`src/rtl/pair_pkg.sv`:
```
// pair_pkg -- shared types and helpers for the pair deserializer.
//   PAIR_WIDTH : default width of each of the x and y fields
//   pair_t     : one assembled {x,y} pair at the default width (x in the upper half)
//   cnt_w()    : width of an occupancy counter that must hold 0..n inclusive
package pair_pkg;
  localparam int PAIR_WIDTH = 8;

  typedef struct packed {
    logic [PAIR_WIDTH-1:0] x;
    logic [PAIR_WIDTH-1:0] y;
  } pair_t;

  function automatic int cnt_w(input int n);
    return $clog2(n) + 1;
  endfunction
endpackage

```
`src/rtl/pair_deserializer_if.sv`:
```
// pair_deserializer_if -- serial-in / pair-out handshake bundle.
//   I_data, I_valid, I_ready : serial bit stream in (valid/ready)
//   O_x, O_y, O_valid, O_ready : assembled pair out (valid/ready)
//   master : the side that sends bits and consumes pairs
//   slave  : the deserializer itself
interface pair_deserializer_if
  import pair_pkg::*;
#(
  parameter int WIDTH = PAIR_WIDTH
);
  logic             I_data;
  logic             I_valid;
  logic             I_ready;
  logic [WIDTH-1:0] O_x;
  logic [WIDTH-1:0] O_y;
  logic             O_valid;
  logic             O_ready;

  modport master (
    output I_data, I_valid, O_ready,
    input  I_ready, O_x, O_y, O_valid
  );

  modport slave (
    input  I_data, I_valid, O_ready,
    output I_ready, O_x, O_y, O_valid
  );
endinterface

```
`src/rtl/pair_fifo.sv`:
```
// pair_fifo -- DEPTH-entry FIFO of W-bit words with registered full/empty.
//   clk, rst : clock, async active-high reset (clears pointers and occupancy)
//   push     : write wr_data (ignored while full)
//   pop      : drop the head entry (ignored while empty)
//   rd_data  : head entry, valid only while !empty
//   full     : DEPTH entries held
//   empty    : no entries held
module pair_fifo
  import pair_pkg::*;
#(
  parameter int W     = 16,
  parameter int DEPTH = 2
) (
  input  logic         clk,
  input  logic         rst,
  input  logic         push,
  input  logic [W-1:0] wr_data,
  input  logic         pop,
  output logic [W-1:0] rd_data,
  output logic         full,
  output logic         empty
);
  localparam int AW = $clog2(DEPTH);
  localparam int CW = cnt_w(DEPTH);

  logic [W-1:0]  mem [DEPTH];
  logic [AW-1:0] wr_ptr, rd_ptr;
  logic [CW-1:0] count, count_nxt;
  logic          do_push, do_pop;

  assign do_push = push & ~full;
  assign do_pop  = pop & ~empty;

  always_comb begin
    count_nxt = count;
    case ({do_push, do_pop})
      2'b10:   count_nxt = count + 1'b1;
      2'b01:   count_nxt = count - 1'b1;
      default: count_nxt = count;
    endcase
  end

  // Pointers wrap naturally because DEPTH is a power of two.
  always_ff @(posedge clk or posedge rst) begin
    if (rst) begin
      wr_ptr <= '0;
      rd_ptr <= '0;
      count  <= '0;
      full   <= 1'b0;
      empty  <= 1'b1;
    end else begin
      if (do_push) wr_ptr <= wr_ptr + 1'b1;
      if (do_pop)  rd_ptr <= rd_ptr + 1'b1;
      count <= count_nxt;
      full  <= (count_nxt == CW'(DEPTH));
      empty <= (count_nxt == '0);
    end
  end

  // Storage needs no reset: nothing reads it while empty.
  always_ff @(posedge clk) begin
    if (do_push) mem[wr_ptr] <= wr_data;
  end

  assign rd_data = mem[rd_ptr];
endmodule

```
`src/rtl/pair_deserializer.sv`:
```
// pair_deserializer -- collects 2*WIDTH serial bits (LSB first, x then y)
// into {x,y} pairs and buffers them in a DEPTH-entry FIFO.
//   CLK        : clock
//   ASYNCRESET : async active-high reset; drops partial frame and buffered pairs
//   bus        : pair_deserializer_if.slave (serial in, pair out)
// I_ready depends only on registered FIFO state, never on O_ready.
module pair_deserializer
  import pair_pkg::*;
#(
  parameter int WIDTH = PAIR_WIDTH,
  parameter int DEPTH = 2
) (
  input logic                    CLK,
  input logic                    ASYNCRESET,
  pair_deserializer_if.slave     bus
);
  localparam int FW = 2 * WIDTH;
  localparam int BW = $clog2(FW);

  logic [BW-1:0] bit_cnt;
  logic [FW-2:0] shreg;    // the FW-1 most recent accepted bits
  logic [FW-1:0] frame;    // shreg plus the bit offered this cycle
  logic [FW-1:0] head;
  logic          accept, last, full, empty;

  assign bus.I_ready = ~full;
  assign accept      = bus.I_valid & ~full;
  assign last        = accept && (bit_cnt == BW'(FW - 1));
  // New bits enter at the top, so after FW shifts the first bit sits at bit 0.
  assign frame       = {bus.I_data, shreg};

  always_ff @(posedge CLK or posedge ASYNCRESET) begin
    if (ASYNCRESET) begin
      bit_cnt <= '0;
      shreg   <= '0;
    end else if (accept) begin
      shreg   <= frame[FW-1:1];
      bit_cnt <= last ? '0 : bit_cnt + 1'b1;
    end
  end

  // Push the completed frame in the same cycle its final bit is accepted;
  // stored as {x,y} with x in the upper half.
  pair_fifo #(
    .W     (FW),
    .DEPTH (DEPTH)
  ) pair_fifo_inst0 (
    .clk     (CLK),
    .rst     (ASYNCRESET),
    .push    (last),
    .wr_data ({frame[WIDTH-1:0], frame[FW-1:WIDTH]}),
    .pop     (bus.O_ready),
    .rd_data (head),
    .full    (full),
    .empty   (empty)
  );

  // Zero the fields while empty so stale storage never shows after reset.
  assign bus.O_valid = ~empty;
  assign bus.O_x     = empty ? '0 : head[FW-1:WIDTH];
  assign bus.O_y     = empty ? '0 : head[WIDTH-1:0];
endmodule

```
`src/flat_wrapper.sv`:
```
// flat-port wrapper written by rule: the top's interface ports become plain ports
module pair_deserializer_flat import pair_pkg::*;
#(
  parameter int WIDTH = PAIR_WIDTH,
  parameter int DEPTH = 2
)
  (CLK, ASYNCRESET, bus_I_data, bus_I_valid, bus_O_ready, bus_I_ready, bus_O_x, bus_O_y, bus_O_valid);
  pair_deserializer_if #(.WIDTH(WIDTH)) bus_i ();
  input logic CLK;
  input logic ASYNCRESET;
  input wire logic [$bits(bus_i.I_data)-1:0] bus_I_data;
  input wire logic [$bits(bus_i.I_valid)-1:0] bus_I_valid;
  input wire logic [$bits(bus_i.O_ready)-1:0] bus_O_ready;
  output wire logic [$bits(bus_i.I_ready)-1:0] bus_I_ready;
  output wire logic [$bits(bus_i.O_x)-1:0] bus_O_x;
  output wire logic [$bits(bus_i.O_y)-1:0] bus_O_y;
  output wire logic [$bits(bus_i.O_valid)-1:0] bus_O_valid;
  assign bus_i.I_data = bus_I_data;
  assign bus_i.I_valid = bus_I_valid;
  assign bus_i.O_ready = bus_O_ready;
  assign bus_I_ready = bus_i.I_ready;
  assign bus_O_x = bus_i.O_x;
  assign bus_O_y = bus_i.O_y;
  assign bus_O_valid = bus_i.O_valid;
  pair_deserializer #(.WIDTH(WIDTH), .DEPTH(DEPTH)) u_core (.CLK(CLK), .ASYNCRESET(ASYNCRESET), .bus(bus_i));
endmodule
```
`config.mk`:
```
export PLATFORM = sky130hd
export DESIGN_NAME = pair_deserializer_flat
export DESIGN_NICKNAME = d
export VERILOG_FILES = /design/src/rtl/pair_pkg.sv /design/src/rtl/pair_deserializer_if.sv /design/src/rtl/pair_fifo.sv /design/src/rtl/pair_deserializer.sv /design/src/flat_wrapper.sv
export SDC_FILE = /design/constraint.sdc
export NUM_CORES = 1
export LEC_CHECK = 0
export CAP_MARGIN = 5
export CORE_ASPECT_RATIO = 1.2
export CORE_MARGIN = 2
export CORE_UTILIZATION = 30
export DETAILED_ROUTE_END_ITERATION = 8
export PLACE_DENSITY = 0.47
export SETUP_SLACK_MARGIN = 0.15
export SKIP_LAST_GASP = 1
export SYNTH_ARGS = -nofsm -noshare
export SYNTH_HDL_FRONTEND = slang
export SYNTH_HIERARCHICAL = 1
export SYNTH_SLANG_ARGS = --single-unit
```
`constraint.sdc`:
```
create_clock -name CLK -period 3 [get_ports CLK]
set_input_delay 0.6 -clock CLK [delete_from_list [all_inputs] [get_ports CLK]]
set_output_delay 0.6 -clock CLK [all_outputs]
set_load 0.02 [all_outputs]
```
* Word-level counts from Yosys, hierarchy flattened *
Memories as Yosys holds them, arrays and structs flattened.
Index checks and enable logic that the tools add are counted.

storage, ports and cells
  register bits = 25
  bits in writable memories = 32
  bits of input ports = 5
  output and inout port bits = 18
  word-level logic and storage cells = 30
  memories kept = 1

cells by class
  add/subtract/negate cells = 5
  equal/unequal tests = 4
  mux-type cells = 6
  bitwise gates (word level) = 5
  reductions and logical operators = 2

memory list
  name                        depth  bits a word  rd ports  clocked after Yosys merged registers in  wr ports  RTL line         RTL
  u_core.pair_fifo_inst0.mem  2      16           1         0                                        1         pair_fifo.sv:26  logic [W-1:0] mem [DEPTH];

operator list
  kind                 count
  $mux 8               2
  $add 4x1->4 const B  1
  $eq 2x2->1 const B   2
  $eq 4x4->1 const B   1
  $mux 4               1
  $pmux 2 s2           1
  $and 1x1->1          3
  $add 1x1->1 const B  2
  $add 2x1->2 const B  1
  $eq 2x1->1 const B   1
  $logic_not 2->1      1
  $mux 1               2
  $not 1->1            2
  $sub 2x1->2 const B  1
  $logic_and 1x1->1    1

* Logic depth before layout (Yosys ltp) *
  word-level depth = 7
  gate-level depth with buffers = 9
  depth with buffers taken out = 8

* Hierarchy *
The synthesis kept the hierarchy.

by module, submodules not included
  module             times used  cells an instance  area each (um^2)  sequential area each (um^2)
  pair_fifo          1           77                 1490.2            1112.3
  pair_deserializer  1           106                900.9             475.5

* Worst setup path after synthesis *
Ideal clock, no wire load.

  kind = input port to flip-flop
  start point = in bus_I_valid
  end point = mem u_core.pair_fifo_inst0.mem[1][0] (enable)
  setup time = 389 ps
  data arrival time = 1862 ps
  required time = 2611 ps
  slack = 750 ps
  cell stages on the path = 6
  path buffers = 2
  cell sequence = nand2b_1 > buf_6 > buf_4 > nor2_1 > nand2b_1 > nor2_1

on the way
  longest elaborated chain between the ends = 5

ends and longest elaborated chain
  what                          RTL line                 RTL
  start: declaration            flat_wrapper.sv:12       input wire logic [$bits(bus_i.I_valid)-1:0] bus_I_valid;
  $and 1x1->1                   pair_deserializer.sv:27  assign accept = bus.I_valid & ~full;
  $logic_and 1x1->1             pair_deserializer.sv:28  assign last = accept && (bit_cnt == BW'(FW - 1));
  net u_core.last               pair_deserializer.sv:24  logic accept, last, full, empty;
  $and 1x1->1                   pair_fifo.sv:31          assign do_push = push & ~full;
  $mux 1                        pair_fifo.sv:62          if (do_push) mem[wr_ptr] <= wr_data;
  $mux 1 (not written as such)  pair_fifo.sv:62
  end: declaration              pair_fifo.sv:26

The timed path passes the listed nets, and every way through them passes these cells.

* Final worst setup path *
  start point = reg u_core.pair_fifo_inst0.rd_ptr
  end point = out bus_O_y[6]

on the way
  longest elaborated chain between the ends = 2

ends and longest elaborated chain
  what                      RTL line                 RTL
  start: declaration        pair_fifo.sv:27          logic [AW-1:0] wr_ptr, rd_ptr;
  start signal: assignment  pair_fifo.sv:53          if (do_pop) rd_ptr <= rd_ptr + 1'b1;
  $mem_v2 2x16              -
  net u_core.head[6]        pair_deserializer.sv:23  logic [FW-1:0] head;
  $mux 8                    pair_deserializer.sv:61  assign bus.O_y = empty ? '0 : head[WIDTH-1:0];
  end: declaration          flat_wrapper.sv:16       output wire logic [$bits(bus_i.O_y)-1:0] bus_O_y;

The timed path passes the listed nets, and every way through them passes these cells.

==> impl_metrics.toml <==
[yosys]
yosysWarnings = 6
ys_seq_area_share_pct = 66.4
syn_avg_cell_area_um2 = 13.1
synthCells = 183
netlist_area_um2 = 2390
ys_ff_latch = 57
synth.net_count = 190
synth_cell_types = 28

[worst_setup_path]
cp_data_required_time_ns = 2.40
crit-reg2reg-launch = "u_core/bit_cnt[0]"
start_kind = "flop"
worstSetupEndpointType = "output pin"
critPathLaunch = "u_core/pair_fifo_inst0/rd_ptr"
critPathTopFamily = "buffers and inverters"
cp_num_cells = 4
criticalPathCategory = "reg2out"
cp_slowest_stage_delay_ns = 0.52
critPathSlowestCell = "clkdlybuf4s50_1"
worstPathCellList = "buf_4, mux2_2, and2b_1, clkdlybuf4s50_1"
r2r_cells = 8
critPathMaxFanout = 9
path_buf_inv = 2
arrival_ns = 1.89

[drt]
route.detailed.drc = 0
vias = 1317
wl_per_cell_um = 13.1
postRouteAntennaNets = 0
wirelength_mm = 4.08
vias_per_cell = 4.23
firstDrtPassIters = 4
first_iter_violations = 37

[layout]
diodes = 0
drive_gt1_share_pct = 16.0
syn2layout_area_growth_pct = 21.3
final_cell_mix = "54 x nand2_1, 32 x edfxtp_1, 24 x dfrtp_1"
final_nets = 221
final_common_cell = "nand2_1"
design_area_um2 = 2900

[outcome]
status = "complete, no violations"

[placement]
place_hpwl_mm = 2.53
placed_area_um2 = 2700
place_ws_ns = 0.794
portBuffers = 22
place_congestion = 0.690

[timing]
fmaxAchievable_mhz = 401
rsz0062_at_grt = "false"
layout_min_cycle_time_ns = 2.49
period_share_pct = 83.1
slew_violations = 0
tightest_slew_ns = 0.792
finalSetupTns_ns = 0
timing.slew.headroom_pct = 47.1
final-hold-violation-count = 0
setup_slack_ns = 0.506
skew_ns = 0.00637
setup_viol = 0

[clocking]
htree_levels = 3
cts_sinks = 57
cts_tree = "done"
numCtsBuffers = 9
root_buffer = "clkbuf_8"
holdBufCountCts = 0
post_cts_buffers = 0
worstSkewPairLatency_ns = 0.32
clk_pin_slew_ns = 0.06
cts_max_path_buffers = 2
post_cts_resized = 0

[worst_hold_path]
worstHoldStart = "u_core/bit_cnt[3]"
whs_path_depth = 1
min_path_type = "reg2reg"

[global_route]
track_usage_pct = 10.6
grt_start_max_net_pins = 20
grt_pass1_wl_mm = 6.64
grt_pass1_vias = 1313
antenna_found_initial = 0
overflow = 0

[floorplan]
ios = 23
initial_utilization_pct = 31.0
die-area_um2 = 8700
die_w_um = 85.5
num_rows = 35
die_h_um = 102
coreArea_um2 = 7710

[job]
cap_violations = 0

[power_and_ir_drop]
vdd_drop_max_uv = 366
p_total_uw = 2790
powerDensity_nw_per_um2 = 962
p_leak_uw = 0.00123
[report_power, final]
group / switching [µW] / internal, µW / total, µW
logic: 402 / 441 / 842
registers: 171 / 1040 / 1210
clock network: 276 / 463 / 739
[flip-flops by register name, indices dropped and copies added (netlist names)]
signal                         count
u_core/shreg                      15
u_core/pair_fifo_inst0/rd_ptr      1
u_core/pair_fifo_inst0/wr_ptr      1
u_core/pair_fifo_inst0/count       2
u_core/pair_fifo_inst0/full        1
u_core/pair_fifo_inst0/empty       1
u_core/bit_cnt                     4
u_core/pair_fifo_inst0/mem        32
[metrics by stage]
stage	utilization (%)	cells	hold slack (ns)
CTS	37.6	311	0.476
floorplan	-	183	0.390
detailed placement	35.0	295	0.462
global route	37.6	311	0.496
finish	37.6	311	0.471
global placement	35.0	295	0.452
[worst reg2reg max path, stage by stage, from the launching register on]
cell      delay, ns
dfrtp_1        0.42
ha_1           0.22
nand3_1        0.11
nor2_1         0.10
nand2b_1       0.12
ha_1           0.36
inv_1          0.12
nor3_1         0.06
a31o_2         0.21
[worst paths after layout]
| path | slack [ns] | to |
|---|---|---|
| worst min register to register | 0.47 | u_core/bit_cnt[3] |
| min in group asynchronous | 0.56 | u_core/pair_fifo_inst0/wr_ptr |
| max in group asynchronous | 1.73 | u_core/bit_cnt[1] |
| worst min-delay path | 0.47 | u_core/bit_cnt[3] |
| worst max-delay path | 0.51 | bus_O_y[6] |
| worst max register to register | 1.21 | u_core/pair_fifo_inst0/empty |
[synth_stat cells]
cell,n,area share (%)
buf_6,2,0.94
edfxtp_1,32,40
nand2_1,54,8.5
ha_1,2,1.0
xor2_1,3,1.1
nor3_1,1,0.21
buf_4,3,0.94
o22ai_1,1,0.26
clkbuf_1,1,0.16
inv_1,7,1.1
dfstp_2,1,1.1
o31ai_1,1,0.31
mux2_2,7,3.3
dfrtp_1,24,25
nor2b_1,10,2.6
nand2b_1,2,0.52
xnor2_1,4,1.5
a21oi_1,1,0.21
o21ai_1,1,0.21
mux2_4,9,5.7
clkbuf_2,1,0.21
a31o_2,1,0.37
nand3_1,1,0.21
buf_12,1,0.84
and2b_1,8,2.5
nand4_1,1,0.26
o21ai_0,1,0.21
nor2_1,3,0.47
[layer usage]
layer	wire length, µm	GRT usage (%)	vias to the layer above
li1	-	-	668
met1	1860	12.4	626
met2	2040	17.2	19
met3	138	3.67	4
met4	50	5.49	0
met5	0	0	-
[area by class of cell]
| type | instances | area [µm²] |
|---|---|---|
| Fill cell | 742 | 4810 |
| Sequential cell | 57 | 1590 |
| Multi-Input combinational cell | 111 | 703 |
| Timing Repair Buffer | 28 | 265 |
| Clock buffer | 12 | 135 |
| Tap cell | 92 | 115 |
| Clock inverter | 4 | 67.6 |
| Inverter | 7 | 26.3 |
[cell families (layout without fill, tap and decap cells)]
logic type	Yosys count	count (layout)	synth area share (%)
buf+inv	15	51	4.19
fa+ha+maj	2	2	1.05
simple gates	80	80	15.3
mux	16	16	8.95
xor+xnor	7	7	2.56
compound gates	6	6	1.57
flops	57	57	66.4
Power figures use the tool's default switching activity.
